### src/rtl/alu_pkg.sv
// Shared encodings for the OR/SUB ALU port: opcodes, one-hot ALU selects,
// flag bit positions, sequencer states and the queued request record.
package alu_pkg;

    localparam logic OP_OR  = 1'b0;
    localparam logic OP_SUB = 1'b1;

    localparam logic [1:0] ALU_SEL_OR   = 2'b10;
    localparam logic [1:0] ALU_SEL_SUB  = 2'b01;
    localparam logic [1:0] ALU_SEL_NONE = 2'b00;

    localparam int unsigned FLAG_OVF  = 1;
    localparam int unsigned FLAG_SIGN = 0;

    localparam int unsigned REQ_W = 17;

    typedef enum logic [1:0] {
        IDLE,
        ISSUE,
        RESP
    } seq_state_e;

    typedef struct packed {
        logic       op;
        logic [7:0] a;
        logic [7:0] b;
    } alu_req_t;

    function automatic logic [1:0] op_to_sel(input logic op);
        return (op == OP_SUB) ? ALU_SEL_SUB : ALU_SEL_OR;
    endfunction

endpackage

### src/rtl/alu_req_fifo.sv
// Request queue for the ALU sequencer: DEPTH x REQ_W synchronous FIFO.
// Writes while full and reads while empty are ignored.
module alu_req_fifo
    import alu_pkg::*;
#(
    parameter int unsigned DEPTH = 4,
    parameter int unsigned PTR_W = 2
) (
    input  logic             clk,
    input  logic             rst,
    input  logic             push,
    input  logic [REQ_W-1:0] push_data,
    input  logic             pop,
    output logic [REQ_W-1:0] pop_data,
    output logic             full,
    output logic [PTR_W:0]   count
);

    localparam int unsigned CNT_W = PTR_W + 1;

    logic [REQ_W-1:0] mem_q [DEPTH];
    logic [PTR_W-1:0] wr_ptr_q;
    logic [PTR_W-1:0] rd_ptr_q;
    logic [PTR_W:0]   count_q;
    logic [PTR_W:0]   count_d;
    logic             push_en;
    logic             pop_en;

    assign full     = (count_q == CNT_W'(DEPTH));
    assign push_en  = push && !full;
    assign pop_en   = pop && (count_q != '0);
    assign pop_data = mem_q[rd_ptr_q];
    assign count    = count_q;

    always_comb begin
        count_d = count_q;
        case ({push_en, pop_en})
            2'b10:   count_d = count_q + CNT_W'(1);
            2'b01:   count_d = count_q - CNT_W'(1);
            default: count_d = count_q;
        endcase
    end

    // Pointers are exactly PTR_W bits wide, so they wrap modulo DEPTH for free.
    always_ff @(posedge clk) begin
        if (rst) begin
            wr_ptr_q <= '0;
            rd_ptr_q <= '0;
            count_q  <= '0;
        end else begin
            if (push_en) wr_ptr_q <= wr_ptr_q + PTR_W'(1);
            if (pop_en)  rd_ptr_q <= rd_ptr_q + PTR_W'(1);
            count_q <= count_d;
        end
    end

    always_ff @(posedge clk) begin
        if (push_en) mem_q[wr_ptr_q] <= push_data;
    end

endmodule

### src/rtl/alu_req_sequencer.sv
// Initiator for the combinational OR/SUB ALU: queues requests, issues them one
// at a time, returns {result, overflow, sign} and keeps a sticky overflow flag.
module alu_req_sequencer
    import alu_pkg::*;
#(
    parameter int unsigned DEPTH = 4,
    parameter int unsigned PTR_W = 2
) (
    input  logic       clk,
    input  logic       rst,
    input  logic       req_valid,
    output logic       req_ready,
    input  logic       req_op,
    input  logic [7:0] req_a,
    input  logic [7:0] req_b,
    output logic [1:0] alu_operation,
    output logic [7:0] alu_operand_0,
    output logic [7:0] alu_operand_1,
    input  logic [7:0] alu_result,
    input  logic [1:0] alu_flags,
    output logic       rsp_valid,
    input  logic       rsp_ready,
    output logic [7:0] rsp_result,
    output logic [1:0] rsp_flags,
    output logic       sticky_ovf,
    input  logic       sticky_clr
);

    seq_state_e state_q, state_d;
    alu_req_t   iss_q, iss_d;
    alu_req_t   fifo_data;
    alu_req_t   push_req;
    logic       fifo_full;
    logic       fifo_pop;
    logic       fifo_has_req;
    logic [PTR_W:0] fifo_count;

    logic       rsp_valid_q, rsp_valid_d;
    logic [7:0] rsp_result_q, rsp_result_d;
    logic [1:0] rsp_flags_q, rsp_flags_d;
    logic       sticky_q, sticky_d;
    logic       cap_ovf;

    assign push_req = '{op: req_op, a: req_a, b: req_b};

    alu_req_fifo #(
        .DEPTH (DEPTH),
        .PTR_W (PTR_W)
    ) u_fifo (
        .clk       (clk),
        .rst       (rst),
        .push      (req_valid),
        .push_data (push_req),
        .pop       (fifo_pop),
        .pop_data  (fifo_data),
        .full      (fifo_full),
        .count     (fifo_count)
    );

    // Ready depends only on registered occupancy, never on rsp_ready.
    assign req_ready    = !fifo_full;
    assign fifo_has_req = (fifo_count != '0);

    always_comb begin
        state_d      = state_q;
        iss_d        = iss_q;
        fifo_pop     = 1'b0;
        rsp_valid_d  = rsp_valid_q;
        rsp_result_d = rsp_result_q;
        rsp_flags_d  = rsp_flags_q;
        sticky_d     = sticky_clr ? 1'b0 : sticky_q;
        cap_ovf      = 1'b0;

        unique case (state_q)
            IDLE: begin
                if (fifo_has_req) begin
                    fifo_pop = 1'b1;
                    iss_d    = fifo_data;
                    state_d  = ISSUE;
                end
            end
            ISSUE: begin
                // Overflow carries no meaning for OR, so it is masked here.
                cap_ovf                = (iss_q.op == OP_SUB) && alu_flags[FLAG_OVF];
                rsp_result_d           = alu_result;
                rsp_flags_d[FLAG_OVF]  = cap_ovf;
                rsp_flags_d[FLAG_SIGN] = alu_flags[FLAG_SIGN];
                rsp_valid_d            = 1'b1;
                sticky_d               = sticky_clr ? cap_ovf : (sticky_q | cap_ovf);
                state_d                = RESP;
            end
            RESP: begin
                if (rsp_ready) begin
                    rsp_valid_d = 1'b0;
                    if (fifo_has_req) begin
                        fifo_pop = 1'b1;
                        iss_d    = fifo_data;
                        state_d  = ISSUE;
                    end else begin
                        state_d = IDLE;
                    end
                end
            end
            default: state_d = IDLE;
        endcase
    end

    always_comb begin
        alu_operation = ALU_SEL_NONE;
        alu_operand_0 = '0;
        alu_operand_1 = '0;
        if (state_q == ISSUE) begin
            alu_operation = op_to_sel(iss_q.op);
            alu_operand_0 = iss_q.a;
            alu_operand_1 = iss_q.b;
        end
    end

    always_ff @(posedge clk) begin
        if (rst) begin
            state_q      <= IDLE;
            iss_q        <= '0;
            rsp_valid_q  <= 1'b0;
            rsp_result_q <= '0;
            rsp_flags_q  <= '0;
            sticky_q     <= 1'b0;
        end else begin
            state_q      <= state_d;
            iss_q        <= iss_d;
            rsp_valid_q  <= rsp_valid_d;
            rsp_result_q <= rsp_result_d;
            rsp_flags_q  <= rsp_flags_d;
            sticky_q     <= sticky_d;
        end
    end

    assign rsp_valid  = rsp_valid_q;
    assign rsp_result = rsp_result_q;
    assign rsp_flags  = rsp_flags_q;
    assign sticky_ovf = sticky_q;

endmodule

### config.mk
export PLATFORM = sky130hd
export DESIGN_NAME = alu_req_sequencer
export DESIGN_NICKNAME = d
export VERILOG_FILES = /design/src/rtl/alu_pkg.sv /design/src/rtl/alu_req_fifo.sv /design/src/rtl/alu_req_sequencer.sv
export SDC_FILE = /design/constraint.sdc
export NUM_CORES = 1
export LEC_CHECK = 0
export ABC_AREA = 1
export CORE_MARGIN = 5
export CORE_UTILIZATION = 40
export DETAILED_ROUTE_END_ITERATION = 16
export GPL_TIMING_DRIVEN = 0
export SLEW_MARGIN = 20
export SYNTH_ARGS = -nofsm -noshare
export SYNTH_HDL_FRONTEND = slang
export SYNTH_SLANG_ARGS = --single-unit
### constraint.sdc
create_clock -name clk -period 1.8 [get_ports clk]
set_input_delay 0.27 -clock clk [delete_from_list [all_inputs] [get_ports clk]]
set_output_delay 0.27 -clock clk [all_outputs]
set_load 0.01 [all_outputs]
==> impl_table.tex <==
\begin{tabular}{lr}
\hline
Metric & Value \\
\hline
\multicolumn{2}{l}{\textbf{Run status}} \\
\quad Status & finished, final reports clean \\
\multicolumn{2}{l}{\textbf{Layout}} \\
\quad Share of cells above drive strength 1 & 13.91\% \\
\quad Layout overhead on the synthesized area & 24.17\% \\
\quad Number of non-filler instances in the completed layout & $\sim$750 \\
\quad Antenna diode count & 0 \\
\quad Final standard cell area without fillers & a little under 6000 um\^{}2 \\
\quad Number of fill cells & between 1000 and 1500 \\
\quad Layout Nets & 637 \\
\multicolumn{2}{l}{\textbf{STA}} \\
\quad RSZ-0062 raised after global routing & false \\
\quad Final hold vios & 0 \\
\quad Worst Skew & about 0.0060 ns \\
\quad Final-report max-slew violation count & 0 \\
\quad F\_max & 0.5855 GHz \\
\quad Final worst-path cycle share & $\sim$95\% \\
\quad Final critical delay including setup and external delays & between 1.5 and 2 ns \\
\quad Actual transition at the worst max-transition pin & 0.6220 ns \\
\quad Worst slew margin relative to its limit & between 50\% and 60\% \\
\quad Count of final setup violators & 0 \\
\multicolumn{2}{l}{\textbf{Die}} \\
\quad Die area & about 14000 um\^{}2 \\
\quad Die extent in y & $\sim$120 um \\
\quad Die width & 117.7 um \\
\quad Number of cell rows & 39 \\
\quad Effective utilization at floorplan & $\sim$41\% \\
\quad I/O Pins & between 60 and 70 \\
\quad Core area & between 10000 and 15000 um\^{}2 \\
\multicolumn{2}{l}{\textbf{Power}} \\
\quad Sequential group share of total power & 40.3\% \\
\quad Worst vdd ir & $\sim$0.74 mV \\
\quad Sw power & approximately 2.9 mW \\
\quad Internal Pwr Total & $\sim$5.2 mW \\
\quad Total power divided by cell area & 1398 nW/um\^{}2 \\
\quad Logic pwr share & roughly 38\% \\
\quad Switching share of power & between 30 and 40\% \\
\quad Total leakage power & 2.653 nW \\
\quad Share of power burned in the clock network & between 20\% and 30\% \\
\multicolumn{2}{l}{\textbf{Clock tree}} \\
\quad Clock buffer count from CTS & 9 \\
\quad Clk slew on worst S/H paths & $\sim$0.07 ns \\
\quad TritonCTS clock tree & done \\
\quad Master cell of the clock root buffer & clkbuf\_16 \\
\quad Number of clock sinks & about 110 \\
\quad H-tree Lvls & 3 \\
\quad Clock network latency to the later pin of the worst-skew pair & 0.34 ns \\
\quad Number of buffers on the longest clock path & 2 \\
\multicolumn{2}{l}{\textbf{Drt}} \\
\quad Top metal layer carrying routed signals & met4 \\
\quad Vias per cell & around 4.4 \\
\quad Detailed-route wire length & around 9600 um \\
\quad Starting DRC count in detailed routing & 205 \\
\quad Post-route met1 wirelength & $\sim$4400 um \\
\quad Routed via count & roughly 3300 \\
\quad 1st-pass router iterations & 5 \\
\quad Met3 WL & about 480 um \\
\quad Detailed route wirelength on metal2 & roughly 4500 um \\
\quad Number of remaining DRC errors & 0 \\
\quad Remaining number of nets flagged by the antenna check after routing & 0 \\
\quad Routed wire per std cell & $\sim$13 um \\
\multicolumn{2}{l}{\textbf{Flow run}} \\
\quad Number of maximum-capacitance violations & 0 \\
\multicolumn{2}{l}{\textbf{Synthesis}} \\
\quad Synthesized Nets & around 560 \\
\quad Sequential cell area fraction in the yosys report & 61.22\% \\
\quad Leading cell types by total area after synthesis & edfxtp\_1 44\%, dfxtp\_1 17\%, nand2\_1 11\% \\
\quad EDFF count, synth & around 70 \\
\quad Post-synthesis cell type with the largest combined area & edfxtp\_1 \\
\quad Top post-synthesis cells by count & 134 x nand2\_1, 103 x inv\_1, 79 x nor2\_1 \\
\quad Number of flip-flops and latches in the synthesized netlist & between 100 and 150 \\
\quad Cell variety after synth & 23 \\
\quad Commonest register cell after synthesis & edfxtp\_1 \\
\quad Netlist Area Pre-Place & about 4600 um\^{}2 \\
\quad Ys Warns & 0 \\
\quad Share of the synthesized area in the top cell type & 43.98\% \\
\quad Mapped Cells & 520 \\
\quad Avg Cell Area, Syn & 8.929 um\^{}2 \\
\quad Proportion of register bits with asynchronous set or reset after synthesis & 0\% \\
\quad Most common cell in the netlist & nand2\_1 \\
\multicolumn{2}{l}{\textbf{GRT}} \\
\quad Remaining global-route overflow & 0 \\
\quad Via count of the first global-routing pass & between 3000 and 4000 \\
\quad Antenna violations before repair & 0 \\
\quad Largest net degree at the start of global routing & 18 \\
\quad GRT Util Overall & between 10 and 15\% \\
\quad Wire length of the first global-routing pass & between 15000 and 20000 um \\
\multicolumn{2}{l}{\textbf{Hold path}} \\
\quad Hold WC Path Type & in2reg \\
\multicolumn{2}{l}{\textbf{Setup path}} \\
\quad Worst Path Required & roughly 1.9 ns \\
\quad Classification of the worst setup path & reg2reg \\
\quad Arrival time reported for the critical path endpoint & roughly 1.8 ns \\
\quad Largest driver fanout on the critical path & 10 \\
\quad Startpoint types & flip-flop \\
\quad Endpoint class of the critical path & flip-flop \\
\multicolumn{2}{l}{\textbf{Place}} \\
\quad Placer's final routability congestion estimate & 0.7681 \\
\quad DPL Wire Length & 6570 um \\
\quad Post-placement cell area & approximately 5500 um\^{}2 \\
\quad Cell total after placement & between 700 and 800 \\
\quad I/O Buffers & about 60 \\
\hline
\end{tabular}
-- worst max-delay path, cell delays in order (launching register included) --
cell and delay (ns):
dfxtp_1 0.35, inv_2 0.08, nand3_4 0.11, nand2_4 0.08, buf_12 0.13, nor2_2 0.44, buf_8 0.23
-- routing by layer --
layer  track usage, %  up-vias
met5                0        -
met4            6.380        0
met3            3.123       11
met2            23.94       84
met1            17.38     1473
li1                 -     1737
-- logic make-up (layout without fill, tap and decap cells) --
kind of cell | after synthesis | in the layout | share of synthesized area, %
AO/OA/AOI/OAI | 22 | 22 | 2.695
adder cells (fa/ha/maj) | 6 | 6 | 1.779
buffers and inverters | 127 | 211 | 11.94
flip-flops | 108 | 108 | 61.22
AND/OR/NAND/NOR | 257 | 257 | 22.37
-- layout by cell type (no fill, tap or decap), drive strengths merged --
cell           count
clkbuf            22
edfxtp            68
o21ai             12
clkinvlp           2
dlymetal6s2s       1
dlygate4sd2        1
nand3             41
inv              107
nand2            135
a211oi             1
a31oi              1
nor2              81
ha                 5
clkdlybuf4s50     42
dfxtp             40
buf               31
a21oi              8
fa                 1
clkinv             5
-- layout make-up --
type / instances / area (um^2) / share of cell area, %
Sequential cell: 108 / 2845 / 49.35
Multi-Input combinational cell: 285 / 1306 / 22.66
Timing Repair Buffer: 68 / 603.1 / 10.46
Inverter: 107 / 404.1 / 7.010
Clock buffer: 9 / 225.2 / 3.906
Tap cell: 143 / 178.9 / 3.103
Buffer: 20 / 158.9 / 2.756
Clock inverter: 7 / 43.79 / 0.7595
-- what timing repair did --
item | in CTS | in global routing
endpoints found under the setup margin | 75 | 29
setup buffers | 4 | 1
pin swaps | 3 | 2
hold buffers | 0 | 0
resized for setup | 46 | 30
-- through the flow --
step                      TNS, ns  worst slack, ns  power, mW  util (%)  hold WS (ns)
after global routing            0         0.009551      8.657     50.49        0.1938
after global placement     -67.88           -1.051      6.208     47.58        0.4534
after floorplan            -6.115         -0.08993      5.271         -        0.3689
final                           0          0.09199      8.059     50.49        0.1780
after CTS                       0        0.0001690      8.106     50.95        0.2161
after detailed placement   -14.98          -0.5155      6.268     47.98        0.4587
-- registers in the layout (all words and copies together), names as in the netlist, named ones only --
signal / cells
u_fifo.wr_ptr_q: 2
u_fifo.count: 3
rsp_result: 8
state_q: 2
iss_q: 17
u_fifo.rd_ptr_q: 2
sticky_ovf: 1
rsp_flags: 2
u_fifo.mem_q: 68
rsp_valid: 1
-- worst paths after layout --
check	cells after the start	slack, ns	from	endpoint
setup reg to reg	6	0.09	u_fifo.count[1]	u_fifo.mem_q[2][3]
hold reg to reg	1	0.46	state_q[0]	state_q[1]
setup / recovery	6	0.09	u_fifo.count[1]	u_fifo.mem_q[2][3]
hold / removal	2	0.18	rsp_ready	rsp_valid
-- power groups by stage --
stage | Combinational (mW) | Sequential, mW | Clock [mW]
floorplan | 1.96 | 3.31 | 0
global placement | 2.92 | 3.29 | 0
detailed placement | 2.97 | 3.30 | 0
CTS | 3.06 | 3.25 | 1.80
global route | 3.45 | 3.30 | 1.91
finish | 3.05 | 3.25 | 1.76
(Power assumes the default switching activity.)
